[config.mk]
export PLATFORM = sky130hd
export DESIGN_NAME = bs_gnrtr_n_rbtr
export DESIGN_NICKNAME = d
export VERILOG_FILES = /design/src/rtl/bs_gnrtr_n_rbtr.sv
export SDC_FILE = /design/constraint.sdc
export NUM_CORES = 1
export LEC_CHECK = 0
export CORE_MARGIN = 2
export CORE_UTILIZATION = 32
export CTS_CLUSTER_DIAMETER = 200
export DETAILED_ROUTE_END_ITERATION = 6
export PLACE_DENSITY = 0.85
export SYNTH_ARGS = -nofsm -noshare
export SYNTH_HDL_FRONTEND = slang
export SYNTH_SLANG_ARGS = --single-unit
[constraint.sdc]
create_clock -name clk -period 1.75 [get_ports clk]
set_input_delay 0.175 -clock clk [delete_from_list [all_inputs] [get_ports clk]]
set_output_delay 0.175 -clock clk [all_outputs]
set_load 0.02 [all_outputs]
[src/rtl/bs_gnrtr_n_rbtr.sv]
// Bus generator and round-robin arbiter for a multi-device packet bus.
// Each bus pops one pending device, decodes the destination and pushes it.
module bs_gnrtr_n_rbtr #(
    parameter int          bits      = 1,
    parameter int          drvrs     = 4,
    parameter int          pckg_sz   = 16,
    parameter logic [7:0]  broadcast = 8'hFF
) (
    input  logic                                    clk,
    input  logic                                    reset,
    input  logic [bits-1:0][drvrs-1:0]              pndng,
    output logic [bits-1:0][drvrs-1:0]              push,
    output logic [bits-1:0][drvrs-1:0]              pop,
    input  logic [bits-1:0][drvrs-1:0][pckg_sz-1:0] D_pop,
    output logic [bits-1:0][drvrs-1:0][pckg_sz-1:0] D_push
);

    localparam int PW = (drvrs > 1) ? $clog2(drvrs) : 1;

    typedef enum logic [1:0] {
        IDLE = 2'd0,
        POP  = 2'd1,
        PUSH = 2'd2
    } st_t;

    for (genvar b = 0; b < bits; b++) begin : g_bus

        st_t                st_q, st_d;
        logic [PW-1:0]      ptr_q, ptr_d;
        logic [PW-1:0]      sel_q, sel_d;
        logic [pckg_sz-1:0] pkt_q, pkt_d;
        logic [drvrs-1:0]   pop_q, pop_d;
        logic [drvrs-1:0]   push_q, push_d;
        logic [7:0]         dest;
        logic               found;
        logic [PW-1:0]      cand;
        logic [PW-1:0]      idx;
        int                 j;

        // Next-state, grant search and registered-output precomputation.
        always_comb begin
            st_d   = st_q;
            ptr_d  = ptr_q;
            sel_d  = sel_q;
            pkt_d  = pkt_q;
            pop_d  = '0;
            push_d = '0;
            dest   = '0;
            found  = 1'b0;
            cand   = '0;
            idx    = '0;
            j      = 0;
            unique case (st_q)
                IDLE: begin
                    for (int i = 0; i < drvrs; i++) begin
                        j = int'(ptr_q) + i;
                        if (j >= drvrs) j = j - drvrs;
                        idx = PW'(j);
                        if (!found && pndng[b][idx]) begin
                            found = 1'b1;
                            cand  = idx;
                        end
                    end
                    if (found) begin
                        sel_d       = cand;
                        pop_d[cand] = 1'b1;
                        st_d        = POP;
                    end
                end
                POP: begin
                    // Pushes are decoded from the popped head now so
                    // they leave a register in the following cycle.
                    pkt_d = D_pop[b][sel_q];
                    dest  = D_pop[b][sel_q][pckg_sz-1 -: 8];
                    if (int'(sel_q) == drvrs - 1) ptr_d = '0;
                    else ptr_d = sel_q + 1'b1;
                    if (dest == broadcast) begin
                        push_d        = '1;
                        push_d[sel_q] = 1'b0;
                    end else if (int'(dest) < drvrs) begin
                        push_d[dest[PW-1:0]] = 1'b1;
                    end
                    st_d = PUSH;
                end
                PUSH: begin
                    st_d = IDLE;
                end
                default: begin
                    st_d = IDLE;
                end
            endcase
        end

        // State, pointer, packet and strobe registers.
        always_ff @(posedge clk) begin
            if (reset) begin
                st_q   <= IDLE;
                ptr_q  <= '0;
                sel_q  <= '0;
                pkt_q  <= '0;
                pop_q  <= '0;
                push_q <= '0;
            end else begin
                st_q   <= st_d;
                ptr_q  <= ptr_d;
                sel_q  <= sel_d;
                pkt_q  <= pkt_d;
                pop_q  <= pop_d;
                push_q <= push_d;
            end
        end

        assign pop[b]  = pop_q;
        assign push[b] = push_q;

        for (genvar d = 0; d < drvrs; d++) begin : g_dev
            assign D_push[b][d] = pkt_q;
        end
    end

endmodule

==> results by group <==
Outcome
  • Status: completed

Logic synthesis
  • Syn Nets: 284
  • Unique masters post-synth: 33
  • Ys Warns: 0
  • Synth Register Bits: 30
  • Syn Inst Count: 210
  • Cell with the most instances after synthesis: buf_4
  • Most used DFF post-synth: dfxtp_1
  • Post-synth EDFFs: 0
  • Syn Area/Cell: ~9.4 um2
  • Synth cell count leaders: buf_4 (48), nand2_1 (38), dfxtp_1 (30), a21oi_1 (22), mux4_2 (10)
  • Synth async-reset ratio: 0
  • Most area-hungry cell type in the Yosys netlist: dfxtp_1
  • Largest cells by area after synthesis: dfxtp_1 (30%), buf_4 (18%), mux4_2 (11%)
  • Cell Area, Synth: between 0.0015 and 0.002 mm2
  • Sequential area share after synthesis: 0.304
  • Synth top area share: 0.304

Clock tree
  • Buffer depth of the longest clock path: 2
  • Post-CTS Setup Inserts: 0
  • CTS tree: done
  • Clock Pin Slew Worst Setup and Hold Paths: 0.07 ns
  • Num CTS Buffers: 5
  • Root buffer cell: clkbuf_8
  • CTS sink count: 30
  • Clk_lat worst skew: 0.28 ns
  • H-tree Lvls: 2
  • # hold bufs at CTS: 0

Global routing
  • Vias in the first global route: between 1.5k and 2k
  • Initial antenna violation count: 0
  • Largest net degree at the start of global routing: 24
  • Grt ovf: 0
  • Total GRT Usage: 0.166
  • First-pass GRT wire length: 8300 um

Cells and area
  • Final #Nets: 396
  • Layout filler cell count: 539
  • Non-Filler Instances: 398
  • N_diodes: 0
  • Area added between synthesis and finish: 69.7%
  • Final core utilization: 0.564
  • Register area: between 600 and 700 um2
  • Multi-input gate area: approximately 960 um2
  • Share of cells above drive strength 1: 0.139

Power
  • Clock power frac: 0.284
  • Sequential Power Share: 0.325
  • Gate power share: 0.392
  • Psw: 724 uW
  • Leakage power: between 0.001 and 0.0015 uW
  • Pwr Density: a little over 700 mW/mm2
  • Worst IR Drop VDD: between 0.4 and 0.5 mV
  • Cell Int Power: 1680 uW
  • Power, Total: 2400 uW
  • Sw frac: 0.301

Worst setup path
  • CP cell instances: buf_4 > mux4_1 > nor3_2 > nand2_1 > o32ai_2
  • Kind of critical path: flip-flop to flip-flop
  • Worst path max stage delay: a little under 0.6 ns
  • CP Capture Type: flip-flop
  • Critical-path top delay cell: mux4_1
  • CP required: 1.95 ns
  • CP Launch Type: flip-flop
  • Critical path data arrival time: ~1.9 ns
  • CP max FO: 6

Routing
  • Wire per inst: between 10 and 15 um
  • Antenna Violating Nets Remaining: 0
  • Routed wire length: 5890 um
  • Drt drc: 0
  • 1st-iter DRT viols: 50
  • Via count: 1922
  • Vias per std cell: about 4.8
  • First drt pass iteration count: 5

Floorplanning
  • Die Y-Extent: 82.6 um
  • Rows: 28
  • I/O pin cnt: 142
  • Initial Utilization: 0.332
  • Die area: 0.00683 mm2
  • Floorplan core area: 0.00596 mm2
  • Chip width: 82.6 um

Placed design
  • # port buffers: 141
  • Setup WS pre-CTS: -0.0707 ns
  • Dpl hpwl: roughly 4700 um
  • Gpl congestion: 0.897
  • # placed instances: 390

Timing
  • Final Hold Viols: 0
  • F_max: between 0.5 and 0.6 GHz
  • Slew HR: 0.680
  • Final WS setup: 0.0295 ns
  • RSZ-0062 raised after global routing: true
  • Worst slew pin tran: roughly 0.48 ns
  • Final period util: 0.983
  • Pins Over Slew Limit: 0
  • Tmin final: 1.72 ns
  • Clock Skews: 0.00928 ns
  • Final Setup Violations: 0

Flow run
  • Max cap viols: 0

Min path
  • Hold crit path type: flip-flop to flip-flop
==> sequential cells by signal, indices dropped and copies added, names as in the netlist <==
| register | count |
|---|---|
| g_bus.ptr_q | 2 |
| push | 4 |
| pop | 4 |
| g_bus.st_q | 2 |
| g_bus.sel_q | 2 |
| g_bus.pkt_q | 16 |
==> metal layers <==
metal / part of all wire / vias to the layer above / GRT usage
met4: 0.023 / 0 / 0.0852
met3: 0.077 / 12 / 0.0326
met5: 0 / - / 0
li1: - / 922 / -
met1: 0.35 / 880 / 0.173
met2: 0.54 / 108 / 0.311
==> worst paths after layout <==
path,startpoint,to,slack (ns),cells after the start
min,g_bus[0].pkt_q[4],g_bus[0].pkt_q[4],0.49,2
min reg2reg,g_bus[0].pkt_q[4],g_bus[0].pkt_q[4],0.49,2
max reg2reg,g_bus[0].sel_q[0],push[0],0.03,5
max,g_bus[0].sel_q[0],push[0],0.03,5
==> per-stage QoR <==
stage | area [um2] | setup TNS, ns | hold WS, ns
after floorplan | 1980 | 0 | 0.247
after global placement | 3240 | -0.0220 | 0.484
after detailed placement | 3240 | -0.0948 | 0.492
after CTS | 3350 | 0 | 0.500
after global routing | 3360 | -0.0411 | 0.527
final | 3360 | 0 | 0.493
==> kinds of logic after synthesis <==
family | Yosys count | share of synthesized area
compound gates | 31 | 0.0930
fa+ha+maj | 4 | 0.0253
buf+inv | 62 | 0.214
flops | 30 | 0.304
mux | 17 | 0.199
simple gates | 66 | 0.166
==> critical path, delay by kind of cell, from the launching register on <==
| kind | cells | cell delay (ns) |
|---|---|---|
| flip-flops | 1 | 0.34 |
| buffers and inverters | 1 | 0.16 |
| multiplexers | 1 | 0.59 |
| AO/OA/AOI/OAI | 1 | 0.21 |
| AND/OR/NAND/NOR | 2 | 0.33 |
==> repair_timing <==
action | in CTS | in global routing
gates resized for setup | 3 | 1
pin swaps | 1 | 2
setup endpoints to repair | 1 | 1
==> cell usage in the layout, fill, tap and decap left out, types with 2 or more instances in the layout <==
cell type,synthesis,layout
ha_1,4,4
dfxtp_1,30,29
nor2_1,4,4
nor3_1,4,3
nand4b_1,4,4
inv_1,3,3
nor2b_1,2,2
a21oi_1,22,22
o22ai_1,4,4
buf_4,48,22
clkbuf_1,6,2
nand2_1,38,38
nand2b_1,4,4
mux4_1,6,5
clkbuf_8,0,5
mux4_2,10,11
clkdlybuf4s50_1,0,141
nor4_1,2,2
==> final cells by class <==
type,instances,share of cell area
Timing Repair Buffer,164,0.473
Multi-Input combinational cell,118,0.285
Sequential cell,30,0.179
Tap cell,75,0.0280
Clock buffer,7,0.0227
Clock inverter,1,0.00895
Inverter,3,0.00335
==> power by group through the flow <==
| stage | clock network [uW] | logic, uW | registers (uW) |
|---|---|---|---|
| after global routing | 738 | 1000 | 790 |
| after global placement | 0 | 913 | 792 |
| after CTS | 705 | 944 | 782 |
| after detailed placement | 0 | 936 | 797 |
| final | 683 | 942 | 781 |
| after floorplan | 0 | 498 | 830 |
No activity file was read; power rests on OpenSTA's default activity.
